**src/rtl/uart_pkg.sv**
```systemverilog
// Shared UART definitions: receive FSM states, frame geometry and the
// even-parity helper also used by the transmitter.
package uart_pkg;

  localparam int DATA_BITS  = 8;
  localparam int FRAME_BITS = 11;

  typedef enum logic [2:0] {
    IDLE,
    START,
    DATA,
    PARITY,
    STOP,
    WAIT_HIGH
  } rx_state_e;

  function automatic logic even_parity(input logic [DATA_BITS-1:0] d);
    return ^d;
  endfunction

endpackage

```
**src/rtl/uart_rx_sync.sv**
```systemverilog
// Multi-flop synchroniser for the asynchronous serial line; flops preset to
// the idle-high level so reset never looks like a start bit.
module uart_rx_sync #(
  parameter int STAGES = 2
) (
  input  logic clk,
  input  logic rst,
  input  logic rx_in,
  output logic rx_sync
);

  logic [STAGES-1:0] chain_q;
  logic [STAGES-1:0] chain_d;

  assign chain_d = {chain_q[STAGES-2:0], rx_in};

  always_ff @(posedge clk or posedge rst) begin
    if (rst) chain_q <= '1;
    else     chain_q <= chain_d;
  end

  assign rx_sync = chain_q[STAGES-1];

endmodule

```
**src/rtl/uart_receiver.sv**
```systemverilog
// UART receiver: 8 data bits MSB first, even parity, one stop bit.
// Samples each bit at mid-bit and reports the byte with a one-cycle valid.
module uart_receiver
  import uart_pkg::*;
#(
  parameter int CLKS_PER_BIT = 1,
  parameter int SYNC_STAGES  = 2
) (
  input  logic                 clk,
  input  logic                 rst,
  input  logic                 rx_in,
  output logic [DATA_BITS-1:0] rx_data_out,
  output logic                 rx_valid,
  output logic                 parity_err,
  output logic                 frame_err,
  output logic                 busy
);

  localparam int CW = $clog2(CLKS_PER_BIT + 1);
  localparam int BW = $clog2(DATA_BITS);
  localparam logic [CW-1:0] HALF = CW'((CLKS_PER_BIT - 1) / 2);
  localparam logic [CW-1:0] FULL = CW'(CLKS_PER_BIT);

  logic                 rx_s;
  rx_state_e            state_q, state_d;
  logic [CW-1:0]        cnt_q, cnt_d;
  logic [BW-1:0]        bit_q, bit_d;
  logic [DATA_BITS-1:0] shift_q, shift_d;
  logic                 par_bad_q, par_bad_d;
  logic [DATA_BITS-1:0] data_q, data_d;
  logic                 valid_q, valid_d;
  logic                 perr_q, perr_d;
  logic                 ferr_q, ferr_d;
  logic                 busy_q, busy_d;
  logic                 tick;

  uart_rx_sync #(
    .STAGES (SYNC_STAGES)
  ) u_sync (
    .clk     (clk),
    .rst     (rst),
    .rx_in   (rx_in),
    .rx_sync (rx_s)
  );

  // Counter is loaded with the wait length and the sample is taken as it reaches 1.
  assign tick = (cnt_q == CW'(1));

  always_comb begin
    state_d   = state_q;
    cnt_d     = cnt_q;
    bit_d     = bit_q;
    shift_d   = shift_q;
    par_bad_d = par_bad_q;
    data_d    = data_q;
    valid_d   = 1'b0;
    perr_d    = perr_q;
    ferr_d    = ferr_q;
    case (state_q)
      IDLE: begin
        if (!rx_s) begin
          if (HALF == '0) begin
            state_d = DATA;
            cnt_d   = FULL;
            bit_d   = BW'(DATA_BITS - 1);
          end else begin
            state_d = START;
            cnt_d   = HALF;
          end
        end
      end
      START: begin
        if (tick) begin
          if (!rx_s) begin
            state_d = DATA;
            cnt_d   = FULL;
            bit_d   = BW'(DATA_BITS - 1);
          end else begin
            state_d = IDLE;
            cnt_d   = '0;
          end
        end else begin
          cnt_d = cnt_q - CW'(1);
        end
      end
      DATA: begin
        if (tick) begin
          shift_d = {shift_q[DATA_BITS-2:0], rx_s};
          cnt_d   = FULL;
          if (bit_q == '0) state_d = PARITY;
          else             bit_d   = bit_q - BW'(1);
        end else begin
          cnt_d = cnt_q - CW'(1);
        end
      end
      PARITY: begin
        if (tick) begin
          par_bad_d = rx_s ^ even_parity(shift_q);
          cnt_d     = FULL;
          state_d   = STOP;
        end else begin
          cnt_d = cnt_q - CW'(1);
        end
      end
      STOP: begin
        if (tick) begin
          data_d  = shift_q;
          perr_d  = par_bad_q;
          ferr_d  = ~rx_s;
          valid_d = 1'b1;
          cnt_d   = '0;
          state_d = rx_s ? IDLE : WAIT_HIGH;
        end else begin
          cnt_d = cnt_q - CW'(1);
        end
      end
      WAIT_HIGH: begin
        // A stuck-low line must not be mistaken for a new start bit.
        if (rx_s) state_d = IDLE;
      end
      default: state_d = IDLE;
    endcase
    busy_d = (state_d != IDLE) && (state_d != START);
  end

  always_ff @(posedge clk or posedge rst) begin
    if (rst) begin
      state_q   <= IDLE;
      cnt_q     <= '0;
      bit_q     <= '0;
      shift_q   <= '0;
      par_bad_q <= 1'b0;
      data_q    <= '0;
      valid_q   <= 1'b0;
      perr_q    <= 1'b0;
      ferr_q    <= 1'b0;
      busy_q    <= 1'b0;
    end else begin
      state_q   <= state_d;
      cnt_q     <= cnt_d;
      bit_q     <= bit_d;
      shift_q   <= shift_d;
      par_bad_q <= par_bad_d;
      data_q    <= data_d;
      valid_q   <= valid_d;
      perr_q    <= perr_d;
      ferr_q    <= ferr_d;
      busy_q    <= busy_d;
    end
  end

  assign rx_data_out = data_q;
  assign rx_valid    = valid_q;
  assign parity_err  = perr_q;
  assign frame_err   = ferr_q;
  assign busy        = busy_q;

endmodule

```
**config.mk**
```make
export PLATFORM = sky130hd
export DESIGN_NAME = uart_receiver
export DESIGN_NICKNAME = d
export VERILOG_FILES = /design/src/rtl/uart_pkg.sv /design/src/rtl/uart_rx_sync.sv /design/src/rtl/uart_receiver.sv
export SDC_FILE = /design/constraint.sdc
export NUM_CORES = 1
export LEC_CHECK = 0
export ABC_AREA = 0
export BUFFER_PORTS_ARGS = -buffer_cell sky130_fd_sc_hd__buf_2
export CAP_MARGIN = 10
export CORE_MARGIN = 3
export CORE_UTILIZATION = 51
export CTS_CLUSTER_SIZE = 40
export DETAILED_ROUTE_END_ITERATION = 8
export GPL_TIMING_DRIVEN = 1
export PLACE_DENSITY_LB_ADDON = 0.2
export SLEW_MARGIN = 25
export SYNTH_ARGS = -nofsm -noshare
export SYNTH_HDL_FRONTEND = slang
export SYNTH_SLANG_ARGS = --single-unit
```
**constraint.sdc**
```tcl
create_clock -name clk -period 1.44 [get_ports clk]
set_input_delay 0.288 -clock clk [delete_from_list [all_inputs] [get_ports clk]]
set_output_delay 0.288 -clock clk [all_outputs]
set_load 0.05 [all_outputs]
```
Word level (Yosys, flattened, before mapping)
Index checks and enable logic that the tools add are counted.
Word-level totals
  input port bits: 3
  flip-flop bits (word level): 30
  bits in latches: 0
  bits in read-only memories: 0
  logic and storage cells: 61
  bits in writable memories: 0
  memories kept: 0
  output and inout bits: 12
Operators by class
  $add $sub $neg: 2
  order comparisons: 0
  bitwise gates (word level): 2
  mux-type cells: 23
  equality and inequality tests: 10
  shift operators: 0
  reductions and logical operators: 13
  divide/modulo/power cells: 0
  multipliers: 0
Operator list (count)
  $mux W3: 12
  $pmux W3 S6: 1
  $pmux W3 S3: 1
  $ne A2 B2 Y1 const B: 4
  $reduce_and A2 Y1: 4
  $reduce_xor A8 Y1: 1
  $mux W1: 7
  $eq A3 B2 Y1 const B: 2
  $eq A3 B3 Y1 const B: 2
  $logic_not A3 Y1: 2
  $reduce_bool A3 Y1: 2
  $pmux W1 S4: 1
  $reduce_and A4 Y1: 1
  $reduce_bool A4 Y1: 1
  $eq A3 B1 Y1 const B: 1
  $ne A3 B1 Y1 const B: 1
  $sub A3 B1 Y3 const B: 1
  $mux W2: 1
  $reduce_or A2 Y1: 1
  $logic_and A1 B1 Y1: 1
  $not A1 Y1: 1
  $sub A1 B1 Y1 const B: 1
  $xor A1 B1 Y1: 1

Longest topological paths before layout
Gate-level depths: netlist of the first run.
  depth in word-level cells: 6
  mapped depth: 6
  depth with buffers taken out: 6

Hierarchy
A second synthesis of the first run with hierarchy kept.
Second synthesis, totals
  cell total of the unflattened synthesis: 103
  area total of the unflattened synthesis: 1361.3 um^2
Modules (own cells, without submodules)
  uart_receiver: sequential area each 700.7 um^2, instances 1, area an instance 1305.0 um^2, cells each 100
  uart_rx_sync: sequential area each 52.6 um^2, instances 1, area an instance 56.3 um^2, cells each 3

Least setup slack after synthesis of the first run
No wires, ideal clock.
  kind: register to register
  start point: register state_q[2]
  end point: register bit_q[2]
  path slack: 1 ps
  required time: 1361 ps
  cell stages (with the launch flop): 7
  period minus slack after synthesis: 1439 ps
  data arrival time: 1360 ps
  setup time: 79 ps
  buffers on the path: 2
  path through: dfrtp_1 > buf_6 > nor4bb_4 > buf_6 > and2b_4 > o32a_2 > a2bb2oi_1
Between the ends
  longest elaborated chain between the ends: 3
  elaborated cells on any way between the ends: 9
  classes of those cells: eq/ne (5); mux (1); reduce/logical (3)
RTL lines
  start, declared: line uart_receiver.sv:25  | rx_state_e state_q, state_d;
  start signal, assigned: line uart_receiver.sv:139  | state_q <= state_d;
  $eq A3 B2 Y1 (tied with other cells): line uart_receiver.sv:59  | case (state_q)
  $ne A2 B2 Y1 (no source line) / $reduce_bool A3 Y1 (equally long branches)
  $reduce_and A4 Y1 (no source line)
  end signal, assigned: line uart_receiver.sv:141  | bit_q <= bit_d;
  end, declared: line uart_receiver.sv:27  | logic [BW-1:0] bit_q, bit_d;
Parallel ways exist; a longest one is shown, timed or not.
A chain may end at the register's enable or synchronous reset.

Worst setup path in the final report of the first run
  start point: register bit_q[1]
  end point: register bit_q[0]
Between the ends
  longest elaborated chain between the ends: 3
RTL lines
  $logic_not A3 Y1: line uart_receiver.sv:90  | if (bit_q == '0) state_d = PARITY;
  $ne A2 B2 Y1 (no source line)
  $reduce_and A4 Y1 (no source line)
Every way passes these cells.

==> results of run 1 <==
per-stage QoR:
| step | std cells | cell area [um2] | worst slack (ps) | hold WS (ps) | util |
|---|---|---|---|---|---|
| finish | 158 | 1620 | 20.32 | 21.76 | 0.6481 |
| global route | 158 | 1620 | -22.66 | 36.46 | 0.6481 |
| CTS | 157 | 1578 | 6.085 | 25.38 | 0.6311 |
| detailed placement | 148 | 1503 | -76.76 | 350.0 | 0.6011 |
| global placement | 148 | 1503 | -52.68 | 346.4 | 0.6011 |
| floorplan | 102 | 1363 | 0.5858 | 292.5 | - |
how the worst min path moves through the flow:
stage	slack, ps	from	end	cells past startpoint
after global routing	40	rst	rx_data_out[7]	3
after global placement	350	u_sync.chain_q[0]	u_sync.chain_q[1]	0
after floorplan	290	rx_in	u_sync.chain_q[0]	0
after CTS	30	rst	rx_data_out[5]	3
final	20	rst	state_q[2]	3
after detailed placement	350	u_sync.chain_q[0]	u_sync.chain_q[1]	0
logic make-up (layout without fill, tap and decap cells):
kind of cell               Yosys count  in the layout  share of synthesized area
AOI/OAI and AO/OA                   14             14                    0.07346
xor gates and xnor gates             9              9                    0.06795
adders and majority gates            2              2                    0.01836
buffers and inverters               13             39                    0.05142
DFF                                 30             30                     0.5528
muxes                               18             18                     0.1478
and+or+nand+nor                     16             16                    0.08817
Yosys cell counts, types with 2 or more instances:
cell	number	area [um2]
a2bb2oi_1	2	17.52
buf_2	5	25.02
buf_6	2	22.52
dfrtp_1	28	700.7
dfstp_2	2	52.55
ha_1	2	25.02
inv_1	6	22.52
mux2_2	17	191.4
nand2_1	3	11.26
nor2_1	2	7.510
nor3_1	2	10.01
nor4b_1	2	17.52
o21ai_0	5	25.02
xnor2_1	6	52.55
xor2_1	2	17.52
metal layers:
layer | global-route usage | up-vias | wire, um
met5 | 0 | - | 0
met4 | 0.07947 | 0 | 42
met3 | 0.06013 | 6 | 141
met2 | 0.2097 | 30 | 940
met1 | 0.1971 | 406 | 1041
li1 | - | 407 | -
layout make-up:
cell class	instances	share of cell area
multi-input combinational	59	0.3568
timing repair buffer	25	0.1042
clock inverter	1	0.003089
inverter	6	0.01390
tap	30	0.02317
clock buffer	7	0.03398
sequential	30	0.4649
flip-flops by register name, summed over array words and instances (netlist names):
signal / cells
u_sync.chain_q: 2
cnt_q: 1
par_bad_q: 1
busy: 1
rx_valid: 1
rx_data_out: 8
state_q: 3
frame_err: 1
bit_q: 3
shift_q: 8
parity_err: 1
critical path: stages, from the launching register on:
cell and delay [ps]:
dfrtp_1 390, inv_2 80, ha_4 110, nor2b_4 150
and2b_4 200, o32a_4 220, a21o_1 160
repair_timing:
action,in CTS,in global routing
buffers inserted,1,1
resized for setup,4,6
endpoints found under the hold margin,0,0
pin swaps,0,2
endpoints found under the setup margin,3,6
==> run metrics, run 1 <==
DIE WIDTH approximately 58 um; H-tree levels 2; Critical Path Source Type flop; number of diodes 0; fmax 0.7044 GHz; Post-synth EDFFs 0; RSZ-0062 raised after global routing true; first-pass GRT wire length 3.774 mm; clock skew roughly 5.5 ps; layout cell share with drive strength beyond 1 0.4844; clk sinks 30; FF-to-FF setup slack 20 ps; Overflow after GRT 0; final net count 132; Synth Register Bits 30; std cell rows 18; max_cap viols 0; IO buf count 14; Multi-input gate area 578.1 um2; later-pin clock latency in the skew report 310 ps; endpoints failing hold 0; worst flop-to-flop path endpoint bit_q[0]; Hold-fix buffers, CTS 0; synthesized area ~1400 um2; Clock Pin Slew Worst Setup and Hold Paths 90 ps; synthesized net count 107; final HPWL from detailed placement 1.472 mm; fraction of registers with async set/reset 1.000; peak fanout along the critical path 3; vias in the first global route roughly 860; Die Y 57.69 um; overall routed net length between 2 and 2.5 mm; antenna-violating nets left 0; FF+latch area between 700 and 800 um2; Initial Util 0.5450; Hold Path Class primary input to asynchronous set/reset pin; total negative slack 0 ps; Total GRT Usage 0.1490; CTS Buf Count 5; cells after synthesis 102; I/O pin cnt 15; Worst-Margin Slew 361.7 ps; R2R depth 6; routed length per instance between 10 and 15 um; initial antenna violation count 0; Avg Cell Area, Syn 13.36 um2; Layout area overhead 18.92%; Critical Path End bit_q[0]; clock root buffer clkbuf_4; status completed; final setup fails 0; CTS Buffer Depth 2; RR Startpoint bit_q[1]; Core Box Area 2500 um2; GPL Wtd Cong 0.7665; period utilization 0.9859; Syn. warnings 0; Initial DRC Count 16; required time worst endpoint 1650 ps; CTS tree built; full die area 3328 um2; crit end category flop; via count around 850; Critical path origin bit_q[1]; Vias/cell 5.373; Synth Flop Type dfrtp_1; arrival time at the worst endpoint 1630 ps; Synth cell types 31; largest net degree at the start of global routing 31; sequential fraction of the synthesis area 0.5528; DR pass1 iterations 4; most common cell after layout, fill and taps aside dfrtp_1; commonest cells after routing, fill and taps aside dfrtp_1 (28), mux2_2 (17), buf_2 (14); max-slew violations 0; slew margin rel. 0.7589; residual DRC count 0; number of fill cells in the layout roughly 190; fin crit period 1420 ps; CP Class flop to flop
Power of run 1 is left out: the tool's default activity adds up to more than one toggle a clock period on the data nets, which glitch-free logic cannot reach.
==> run 2: changes to the inputs <==
Settings changed: BUFFER_PORTS_ARGS -buffer_cell sky130_fd_sc_hd__buf_2 to not set, CORE_UTILIZATION 51 to 55, DONT_BUFFER_PORTS set to 1, MAX_ROUTING_LAYER set to met4.
==> run metrics, run 2 (synthesis gave the netlist of run 1 again) <==
final setup fails 1 (was 0); peak fanout along the critical path 4 (was 3); Core Box Area 2276 um2 (was 2500 um2); clock skew 7.714 ps (was 5.510 ps); IO buf count 0 (was 14); layout cell share with drive strength beyond 1 0.4153 (was 0.4844); final std cells w/o fill 146 (was 158); max_cap viols 0 (unchanged); initial antenna violation count 0 (unchanged); CTS Buffer Depth 2 (unchanged); CTS Buf Count 5 (unchanged); fin crit period 1449 ps (was 1420 ps); first-pass GRT wire length 3.746 mm (was 3.774 mm); failing checks negative setup slack; final worst slack -8.592 ps (was 20.32 ps); slew margin rel. 0.6763 (was 0.7589); status finished, violations left (was completed); max-slew violations 0 (unchanged); vias in the first global route 785 (was 863); RSZ-0062 raised after global routing true (unchanged); routed length per instance 15.95 um (was 13.70 um); full die area 3111 um2 (was 3328 um2); DIE WIDTH 55.78 um (was 57.69 um); fmax 0.6903 GHz (was 0.7044 GHz); most common cell after layout, fill and taps aside dfrtp_1 (unchanged); via count 826 (was 849); final net count 122 (was 132); I/O pin cnt 15 (unchanged); Overflow after GRT 0 (unchanged); overall routed net length 2.329 mm (was 2.165 mm); FF-to-FF setup slack -9 ps (was 20 ps); antenna-violating nets left 0 (unchanged); Worst-Margin Slew 485.6 ps (was 361.7 ps); utilization after layout 0.7075 (was 0.6481); later-pin clock latency in the skew report 320 ps (was 310 ps); Total GRT Usage 0.1598 (was 0.1490); Clock Pin Slew Worst Setup and Hold Paths 90 ps (about the same); clock root buffer clkbuf_4 (unchanged); arrival time at the worst endpoint 1660 ps (was 1630 ps); CTS tree built (unchanged); hold slack final 361.6 ps (was 21.76 ps); number of diodes 0 (unchanged); Hold Path Class flop to flop (was primary input to asynchronous set/reset pin); clk sinks 30 (unchanged); residual DRC count 0 (unchanged); Initial DRC Count 4 (was 16); H-tree levels 2 (unchanged); largest net degree at the start of global routing 12 (was 31); Vias/cell 5.658 (was 5.373); period utilization 1.006 (was 0.9859); commonest cells after routing, fill and taps aside dfrtp_1 (28), mux2_2 (15), buf_4 (11) (was dfrtp_1 (28), mux2_2 (17), buf_2 (14)); DR pass1 iterations 2 (was 4); std cell rows 17 (was 18); crit end category flop (unchanged); final HPWL from detailed placement 1.533 mm (was 1.472 mm); Die Y 55.78 um (was 57.69 um); DP Cell Count 133 (was 148); Layout area overhead 18.18% (was 18.92%); GPL Wtd Cong 0.8206 (was 0.7665); required time worst endpoint 1650 ps (about the same); Critical Path Source Type flop (unchanged); endpoints failing hold 0 (unchanged); CP Class flop to flop (unchanged); Initial Util 0.5987 (was 0.5450)
==> run 2: cell types whose count changed in the layout (fill, tap and decap cells not counted), moves of 2 or more <==
cell           change
buf_2             -14
buf_4              +2
a2bb2oi_2          +2
mux2_2             -2
mux2_4             +2
a2bb2oi_1          -2
dlygate4sd3_1      +2
==> run 2: path summary, 6_finish.rpt <==
kind                                    from           endpoint  cells after the start
min in group asynchronous                rst         shift_q[5]                      2
hold reg to reg            u_sync.chain_q[0]  u_sync.chain_q[1]                      0
hold / removal             u_sync.chain_q[0]  u_sync.chain_q[1]                      0
max in group asynchronous                rst  u_sync.chain_q[1]                      3
setup reg to reg                    bit_q[0]           bit_q[0]                      6
setup / recovery                    bit_q[0]           bit_q[0]                      6
==> run 2: final cells by class <==
cell class / instances / area, um2
sequential: 30 / 753.2
fill: 170 / 665.6
multi-input combinational: 59 / 590.6
timing repair buffer: 15 / 133.9
clock buffer: 7 / 45.04
tap: 28 / 35.03
clock inverter: 1 / 30.03
inverter: 6 / 22.52
==> run 2: stage by stage <==
stage | worst slack (ps) | cell area, um2 | TNS (ps)
2_1_floorplan | 0.5858 | 1363 | 0
3_3_place_gp | 3.172 | 1438 | 0
3_5_place_dp | -16.50 | 1438 | -66.85
4_1_cts | -0.9017 | 1551 | -0.9491
5_1_grt | -60.77 | 1610 | -350.6
6_report | -8.592 | 1610 | -8.592
==> run 2: layer usage <==
metal / up-vias / routed length, um / part of all wire / GRT usage
li1: 385 / - / - / -
met1: 420 / 1043 / 0.45 / 0.2030
met5: - / 0 / 0 / -
met4: 0 / 8 / 0.0034 / 0.04167
met3: 2 / 128 / 0.055 / 0.06961
met2: 19 / 1149 / 0.49 / 0.2348
==> run 2: repair_timing <==
item	CTS	global route
pin swaps	1	3
endpoints found under the setup margin	9	12
endpoints found under the hold margin	10	0
setup buffers	0	3
hold buffers	2	0
gates cloned	0	0
resized for setup	6	6
==> run 2: worst max-delay path, cell delays in order (launching register included) <==
cell and delay (ps):
dfrtp_1 370, inv_1 110, ha_4 140, nor2b_4 120, and2b_4 200, o32a_4 230
a21o_1 170
Power of run 2 is left out for the same reason.
